`src/rtl/chess_board_state.sv`:
```
// Board-state matrix with push-button cursor/select/move FSM for the chess datapath.
// Define CHESS_UNDO_EN to build the single-level move undo history.
module chess_board_state #(
  parameter int BOARD_DIM     = 8,
  parameter int SQUARE_WIDTH  = 4,
  parameter int CHESS_SQUARES = BOARD_DIM * BOARD_DIM,
  parameter int MATRIX_WIDTH  = CHESS_SQUARES * SQUARE_WIDTH,
  parameter int COORD_WIDTH   = $clog2(BOARD_DIM),
  parameter int COUNT_WIDTH   = 8
) (
  input  logic                    clock,
  input  logic                    resetApp,
  input  logic                    KeyLeft,
  input  logic                    KeyRight,
  input  logic                    KeyUp,
  input  logic                    KeyDown,
  input  logic                    KeySelect,
  input  logic                    KeyUndo,
  output logic [MATRIX_WIDTH-1:0] Matrix,
  output logic [COORD_WIDTH-1:0]  CursorRow,
  output logic [COORD_WIDTH-1:0]  CursorCol,
  output logic [COORD_WIDTH-1:0]  SelRow,
  output logic [COORD_WIDTH-1:0]  SelCol,
  output logic                    PieceSelected,
  output logic                    Turn,
  output logic                    MoveDone,
  output logic [SQUARE_WIDTH-1:0] CapturedPiece,
  output logic [COUNT_WIDTH-1:0]  MoveCount
);

  localparam int IDX_WIDTH = 2 * COORD_WIDTH;
  localparam int K_SEL   = 5;
  localparam int K_UNDO  = 4;
  localparam int K_UP    = 3;
  localparam int K_DOWN  = 2;
  localparam int K_LEFT  = 1;
  localparam int K_RIGHT = 0;

  typedef enum logic {S_IDLE = 1'b0, S_SELECTED = 1'b1} state_t;

  function automatic logic [MATRIX_WIDTH-1:0] reset_layout();
    logic [MATRIX_WIDTH-1:0] m;
    logic [2:0]              back;
    m = '0;
    for (int c = 0; c < 8; c++) begin
      case (c)
        0, 7:    back = 3'd4;
        1, 6:    back = 3'd2;
        2, 5:    back = 3'd3;
        3:       back = 3'd5;
        4:       back = 3'd6;
        default: back = 3'd0;
      endcase
      m[c*SQUARE_WIDTH +: SQUARE_WIDTH] = SQUARE_WIDTH'({1'b0, back});
      m[((BOARD_DIM-1)*BOARD_DIM + c)*SQUARE_WIDTH +: SQUARE_WIDTH] = SQUARE_WIDTH'({1'b1, back});
    end
    for (int c = 0; c < BOARD_DIM; c++) begin
      m[(BOARD_DIM + c)*SQUARE_WIDTH +: SQUARE_WIDTH] = SQUARE_WIDTH'(4'd1);
      m[((BOARD_DIM-2)*BOARD_DIM + c)*SQUARE_WIDTH +: SQUARE_WIDTH] = SQUARE_WIDTH'(4'd9);
    end
    return m;
  endfunction

  localparam logic [MATRIX_WIDTH-1:0] INIT_MATRIX = reset_layout();

  state_t                  r_state, w_state_nxt;
  logic [MATRIX_WIDTH-1:0] r_matrix, w_matrix_nxt;
  logic [5:0]              r_keys_prev, w_keys, w_edge;
  logic [COORD_WIDTH-1:0]  r_cur_row, r_cur_col, r_sel_row, r_sel_col;
  logic [COORD_WIDTH-1:0]  w_cur_row_nxt, w_cur_col_nxt, w_sel_row_nxt, w_sel_col_nxt;
  logic                    r_turn, w_turn_nxt, r_move_done, w_move_done_nxt;
  logic [SQUARE_WIDTH-1:0] r_captured, w_captured_nxt;
  logic [COUNT_WIDTH-1:0]  r_count, w_count_nxt;
  logic [IDX_WIDTH-1:0]    w_cur_idx, w_sel_idx;
  logic [SQUARE_WIDTH-1:0] w_cur_code, w_sel_code;
  logic                    w_cur_own;

`ifdef CHESS_UNDO_EN
  logic                    r_undo_valid, w_undo_valid_nxt;
  logic [IDX_WIDTH-1:0]    r_undo_src, r_undo_dst, w_undo_src_nxt, w_undo_dst_nxt;
  logic [SQUARE_WIDTH-1:0] r_undo_moved, r_undo_capt, w_undo_moved_nxt, w_undo_capt_nxt;
`endif

  assign w_keys     = {KeySelect, KeyUndo, KeyUp, KeyDown, KeyLeft, KeyRight};
  assign w_edge     = w_keys & ~r_keys_prev;
  assign w_cur_idx  = {r_cur_row, r_cur_col};
  assign w_sel_idx  = {r_sel_row, r_sel_col};
  assign w_cur_code = r_matrix[int'(w_cur_idx)*SQUARE_WIDTH +: SQUARE_WIDTH];
  assign w_sel_code = r_matrix[int'(w_sel_idx)*SQUARE_WIDTH +: SQUARE_WIDTH];
  assign w_cur_own  = (w_cur_code[2:0] != 3'd0) && (w_cur_code[3] == r_turn);

  // Next-state: one prioritised key action per cycle drives FSM, cursor and board.
  always_comb begin
    w_state_nxt     = r_state;
    w_matrix_nxt    = r_matrix;
    w_cur_row_nxt   = r_cur_row;
    w_cur_col_nxt   = r_cur_col;
    w_sel_row_nxt   = r_sel_row;
    w_sel_col_nxt   = r_sel_col;
    w_turn_nxt      = r_turn;
    w_move_done_nxt = 1'b0;
    w_captured_nxt  = r_captured;
    w_count_nxt     = r_count;
`ifdef CHESS_UNDO_EN
    w_undo_valid_nxt = r_undo_valid;
    w_undo_src_nxt   = r_undo_src;
    w_undo_dst_nxt   = r_undo_dst;
    w_undo_moved_nxt = r_undo_moved;
    w_undo_capt_nxt  = r_undo_capt;
`endif
    if (w_edge[K_SEL]) begin
      case (r_state)
        S_IDLE: begin
          if (w_cur_own) begin
            w_sel_row_nxt = r_cur_row;
            w_sel_col_nxt = r_cur_col;
            w_state_nxt   = S_SELECTED;
          end else begin
            w_state_nxt = S_IDLE;
          end
        end
        S_SELECTED: begin
          if (w_cur_idx == w_sel_idx) begin
            w_state_nxt = S_IDLE;
          end else if (w_cur_own) begin
            w_sel_row_nxt = r_cur_row;
            w_sel_col_nxt = r_cur_col;
          end else begin
            w_matrix_nxt[int'(w_cur_idx)*SQUARE_WIDTH +: SQUARE_WIDTH] = w_sel_code;
            w_matrix_nxt[int'(w_sel_idx)*SQUARE_WIDTH +: SQUARE_WIDTH] = '0;
            w_captured_nxt  = w_cur_code;
            w_turn_nxt      = ~r_turn;
            w_count_nxt     = r_count + COUNT_WIDTH'(1);
            w_move_done_nxt = 1'b1;
            w_state_nxt     = S_IDLE;
`ifdef CHESS_UNDO_EN
            w_undo_valid_nxt = 1'b1;
            w_undo_src_nxt   = w_sel_idx;
            w_undo_dst_nxt   = w_cur_idx;
            w_undo_moved_nxt = w_sel_code;
            w_undo_capt_nxt  = w_cur_code;
`endif
          end
        end
        default: w_state_nxt = S_IDLE;
      endcase
    end else if (w_edge[K_UNDO]) begin
`ifdef CHESS_UNDO_EN
      if ((r_state == S_IDLE) && r_undo_valid) begin
        w_matrix_nxt[int'(r_undo_src)*SQUARE_WIDTH +: SQUARE_WIDTH] = r_undo_moved;
        w_matrix_nxt[int'(r_undo_dst)*SQUARE_WIDTH +: SQUARE_WIDTH] = r_undo_capt;
        w_turn_nxt       = ~r_turn;
        w_count_nxt      = r_count - COUNT_WIDTH'(1);
        w_captured_nxt   = '0;
        w_undo_valid_nxt = 1'b0;
      end else begin
        w_undo_valid_nxt = r_undo_valid;
      end
`else
      // Undo still wins arbitration so lower-priority edges this cycle are dropped.
      w_state_nxt = r_state;
`endif
    end else if (w_edge[K_UP]) begin
      w_cur_row_nxt = r_cur_row + COORD_WIDTH'(1);
    end else if (w_edge[K_DOWN]) begin
      w_cur_row_nxt = r_cur_row - COORD_WIDTH'(1);
    end else if (w_edge[K_LEFT]) begin
      w_cur_col_nxt = r_cur_col - COORD_WIDTH'(1);
    end else if (w_edge[K_RIGHT]) begin
      w_cur_col_nxt = r_cur_col + COORD_WIDTH'(1);
    end else begin
      w_cur_row_nxt = r_cur_row;
    end
  end

  // FSM state register.
  always_ff @(posedge clock or posedge resetApp) begin
    if (resetApp) begin
      r_state <= S_IDLE;
    end else begin
      r_state <= w_state_nxt;
    end
  end

  // Board, cursor, selection and status registers.
  always_ff @(posedge clock or posedge resetApp) begin
    if (resetApp) begin
      r_matrix    <= INIT_MATRIX;
      r_keys_prev <= '0;
      r_cur_row   <= '0;
      r_cur_col   <= '0;
      r_sel_row   <= '0;
      r_sel_col   <= '0;
      r_turn      <= 1'b0;
      r_move_done <= 1'b0;
      r_captured  <= '0;
      r_count     <= '0;
    end else begin
      r_matrix    <= w_matrix_nxt;
      r_keys_prev <= w_keys;
      r_cur_row   <= w_cur_row_nxt;
      r_cur_col   <= w_cur_col_nxt;
      r_sel_row   <= w_sel_row_nxt;
      r_sel_col   <= w_sel_col_nxt;
      r_turn      <= w_turn_nxt;
      r_move_done <= w_move_done_nxt;
      r_captured  <= w_captured_nxt;
      r_count     <= w_count_nxt;
    end
  end

`ifdef CHESS_UNDO_EN
  // Single-level undo history.
  always_ff @(posedge clock or posedge resetApp) begin
    if (resetApp) begin
      r_undo_valid <= 1'b0;
      r_undo_src   <= '0;
      r_undo_dst   <= '0;
      r_undo_moved <= '0;
      r_undo_capt  <= '0;
    end else begin
      r_undo_valid <= w_undo_valid_nxt;
      r_undo_src   <= w_undo_src_nxt;
      r_undo_dst   <= w_undo_dst_nxt;
      r_undo_moved <= w_undo_moved_nxt;
      r_undo_capt  <= w_undo_capt_nxt;
    end
  end
`endif

  assign Matrix        = r_matrix;
  assign CursorRow     = r_cur_row;
  assign CursorCol     = r_cur_col;
  assign SelRow        = r_sel_row;
  assign SelCol        = r_sel_col;
  assign PieceSelected = (r_state == S_SELECTED);
  assign Turn          = r_turn;
  assign MoveDone      = r_move_done;
  assign CapturedPiece = r_captured;
  assign MoveCount     = r_count;

endmodule

```
`config.mk`:
```
export PLATFORM = sky130hd
export DESIGN_NAME = chess_board_state
export DESIGN_NICKNAME = d
export VERILOG_FILES = /design/src/rtl/chess_board_state.sv
export SDC_FILE = /design/constraint.sdc
export NUM_CORES = 1
export LEC_CHECK = 0
export CAP_MARGIN = 20
export CELL_PAD_IN_SITES_DETAIL_PLACEMENT = 0
export CELL_PAD_IN_SITES_GLOBAL_PLACEMENT = 1
export CORE_AREA = 2 2 197 199
export CTS_BUF_LIST = sky130_fd_sc_hd__clkbuf_8
export DETAILED_ROUTE_END_ITERATION = 8
export DIE_AREA = 0 0 199 201
export DONT_BUFFER_PORTS = 1
export PLACE_DENSITY = 0.78
export SLEW_MARGIN = 20
export SYNTH_ARGS = -nofsm -noshare
export SYNTH_HDL_FRONTEND = slang
export SYNTH_SLANG_ARGS = --single-unit
export TNS_END_PERCENT = 50
```
`constraint.sdc`:
```
create_clock -name clock -period 25.1 [get_ports clock]
set_input_delay 3.765 -clock clock [delete_from_list [all_inputs] [get_ports clock]]
set_output_delay 3.765 -clock clock [all_outputs]
set_load 0.02 [all_outputs]
```
==> summary.md <==
| Metric | Value |
|---|---|
| Async set-reset flop share out of synthesis | `100.0%` |
| CTS clk-pin slew, worst paths | `0.06 ns` |
| WL/cell | `approximately 36 um` |
| Internal Power | `996.8 uW` |
| Final slew viol count | `0` |
| PortBufs | `0` |
| Outcome | `finished, final reports clean` |
| Synth Area in Compound Gates | `22.69%` |
| CTS Sinks | `approximately 290` |
| Mapped Cells | `1,409` |
| H-Tree Depth | `2` |
| Crit path kind | `reg2reg` |
| Power Dens Cells | `105.4 nW/um2` |
| Tot Pwr | `1927 uW` |
| Xor/xnor share of the synthesized area | `approximately 1.4%` |
| Yosys warns | `0` |
| Post-route design area | `18,290 um2` |
| WHS Path Cells | `2` |
| Die width | `199 um` |
| First-pass GRT wire length | `99,580 um` |
| Register-to-Register Path Depth | `10` |
| Final setup fails | `0` |
| Adder-Cell Fraction of Synth Area | `0.6070%` |
| RSZ-0062 raised after global routing | `false` |
| CTS tree | `built` |
| Final antenna-violating net count | `0` |
| Peak supply drop | `0.05867 mV` |
| Hold/Removal Path Class | `reg2reg` |
| N_diodes | `0` |
| Hold Vio Cnt, Final | `0` |
| CTS resizes | `0` |
| DP Area | `about 17,000 um2` |
| Worst-Margin Slew | `1.146 ns` |
| Yosys cell types | `64` |
| Layout area overhead | `8.187%` |
| Initial Util | `between 40% and 50%` |
| Drt via density | `7.368` |
| Count of hold buffers inserted by post-cts repair | `0` |
| Residual DRC | `0` |
| Cell mode on critical path | `buf_4` |
| Clk buf depth | `3` |
| CP Launch Type | `flip-flop` |
| Fin crit period | `6.351 ns` |
| Die Y | `201 um` |
| Fin crit share | `25.30%` |
| Area share of the largest cell type after synthesis | `34.50%` |
| CP peak stage delay | `roughly 0.88 ns` |
| Main combinational cell family by area after synthesis | `compound AO/OA/AOI/OAI gates` |
| EDFF count, synth | `0` |
| Global Route Usage Sum | `between 30% and 40%` |
| Nets | `1,369` |
| Worst-path cell chain | `buf_4 -> mux4_2 -> mux2i_1 -> a221oi_1 -> a22oi_1 -> nor3b_2 -> buf_4 -> o211a_2 -> buf_4 -> a22o_1` |
| Clock Power Share | `24.2%` |
| Synth top area cells | `dfrtp_1 34%, mux4_2 18%, a22o_1 12%` |
| Full die area | `40,000 um2` |
| Mean Syn Cell Area | `~12 um2` |
| Initial antenna violation count | `4` |
| Worst slew margin | `23.26%` |
| Req. time, crit path | `25.65 ns` |
| CP Data Arrival Time | `about 7 ns` |
| Skew final | `0.03962 ns` |
| GP Congestion | `around 1.1` |
| Lkg Pwr | `0.007305 uW` |
| Post-synthesis mux area share | `approximately a fifth` |
| Synth Area in Simple Gates | `7.884%` |
| Number of global-route vias before repair | `approximately 14,000` |
| Synth Flop Type | `dfrtp_1` |
| CTS buffer count | `51` |
| Synth Cell Area | `16,900 um2` |
| Switch share | `48.27%` |
| Setup TNS | `0 ns` |
| Crit-path slowest cell | `dfrtp_4` |
| Placeable Area | `between 30,000 and 40,000 um2` |
| Net Sw Power | `around 930 uW` |
| Row count | `72` |
| Mapped Nets | `1,424` |
| Skew-Pair Late Insertion Delay | `0.65 ns` |
| Top-level I/O count | `291` |
| Vias | `14,058` |
| # Post-CTS Setup Buffers | `0` |
| Worst-path fanout max | `63` |
| Maxcap violations | `0` |
| Yosys reg bits | `~290` |
| Combinational share of power | `43.0%` |
| WL final | `68,980 um` |
| Flop pwr share | `between 30% and 40%` |
| Maximum clock rate | `0.1575 GHz` |
| 1st-iter DRT viols | `1,550` |
| Largest net degree at the start of global routing | `about 160` |
| GRT overflow | `0` |
| Seq/Total Area, Yosys | `43.20%` |
| Largest area contributor in the netlist | `dfrtp_1` |
| Post-DP HPWL | `~48,000 um` |
| Layout cells sized above 1 | `a little under a quarter` |
| Pre-antenna DRT Iters | `5` |
| CTS Root Cell | `clkbuf_8` |
| Setup crit end kind | `flip-flop` |
| Final hold slack | `0.5541 ns` |
## synthesized netlist by cell type (6+ instances only)
| cell | instances |
|---|---|
| dfrtp_1 | 233 |
| a22o_1 | 230 |
| mux4_2 | 135 |
| nor2_1 | 87 |
| nand2_1 | 71 |
| clkbuf_1 | 65 |
| dfstp_2 | 56 |
| o21ai_0 | 40 |
| nor3_1 | 39 |
| o211ai_1 | 39 |
| buf_2 | 37 |
| a21oi_1 | 35 |
| o221ai_1 | 30 |
| mux2i_1 | 28 |
| a22oi_1 | 26 |
| inv_1 | 26 |
| buf_1 | 20 |
| a32o_1 | 19 |
| nand2b_1 | 15 |
| xnor2_1 | 15 |
| o22ai_1 | 14 |
| a31oi_1 | 12 |
| nand3_1 | 11 |
| nor4_1 | 11 |
| xor2_1 | 10 |
| nor2b_1 | 8 |
| a221o_1 | 7 |
| and2_1 | 6 |
| buf_4 | 6 |
| mux2_2 | 6 |
## final timing paths
path,start,to,slack [ns]
worst max-delay path,CursorCol[0]$_DFFE_PP0P_,Matrix[120]$_DFFE_PP0P_,18.75
worst min-delay path,Matrix[44]$_DFFE_PP1P_,Matrix[44]$_DFFE_PP1P_,0.55
worst max register to register,CursorCol[0]$_DFFE_PP0P_,Matrix[120]$_DFFE_PP0P_,18.75
worst min register to register,Matrix[44]$_DFFE_PP1P_,Matrix[44]$_DFFE_PP1P_,0.55
max in group asynchronous,resetApp,Matrix[27]$_DFFE_PP0P_,20.64
min in group asynchronous,resetApp,r_keys_prev[1]$_DFF_PP0_,3.15
## critical path, delay by kind of cell, from the launching register on
family	cells	cell delay, ns
DFF	1	0.88
and+or+nand+nor	1	0.48
buffers and inverters	3	2.10
muxes	2	1.20
AOI/OAI and AO/OA	4	1.40
## cells in the final DEF (no fill, tap or decap), types with 12 or more instances in the layout
master    netlist  layout
a32o_1         19      19
o22ai_1        14      14
clkbuf_8        0      61
nand2_1        71      71
mux2i_1        28      28
nor2_1         87      86
o221ai_1       30      30
a31oi_1        12      12
dfstp_2        56      56
nand2b_1       15      15
o21ai_0        40      40
a21oi_1        35      35
xnor2_1        15      14
a22o_1        230     230
o211ai_1       39      39
a22oi_1        26      26
nor3_1         39      39
dfrtp_1       233     228
buf_4           6      21
mux4_2        135     135
inv_1          26      42
## power by group through the flow
stage	sequential (uW)	combinational (uW)	clock, uW
3_3_place_gp	640	795	0
6_report	631	829	467
5_1_grt	640	856	490
2_1_floorplan	556	609	0
4_1_cts	633	801	470
3_5_place_dp	641	799	0
## per-layer routing
layer	track usage (%)	routed length [um]
met2	50.42	30480
met3	11.68	8768
met5	0	29
met1	46.22	26340
met4	16.52	3360
## flip-flops by register name, summed over array words and instances, names as in the netlist
register       cells
Turn               1
CapturedPiece      4
PieceSelected      1
r_keys_prev        6
Matrix           256
CursorRow          3
SelRow             3
MoveCount          8
MoveDone           1
CursorCol          3
SelCol             3
## area by class of cell
cell class | count | area, um2
Fill cell | 3416 | 19820
Multi-Input combinational cell | 963 | 8969
Sequential cell | 289 | 7316
Clock buffer | 61 | 839.6
Tap cell | 518 | 648.1
Clock inverter | 28 | 227.7
Timing Repair Buffer | 22 | 177.7
Inverter | 27 | 108.9
## cell families (layout without fill, tap and decap cells)
logic type                 Yosys count  in the layout
buffers and inverters              157            138
adders and majority gates            7              7
DFF                                289            289
xor gates and xnor gates            26             26
and+or+nand+nor                    280            280
AOI/OAI and AO/OA                  478            478
muxes                              172            172
## through the flow
stage / util [%] / setup slack [ns] / std cells
after global placement: 45.17 / 18.48 / 1819
after floorplan: - / 13.45 / 1409
after CTS: 47.97 / 18.90 / 1908
after global routing: 47.99 / 18.67 / 1908
after detailed placement: 45.17 / 18.45 / 1819
final: 47.99 / 18.75 / 1908
Note: power is estimated with default switching activity, not from simulation.
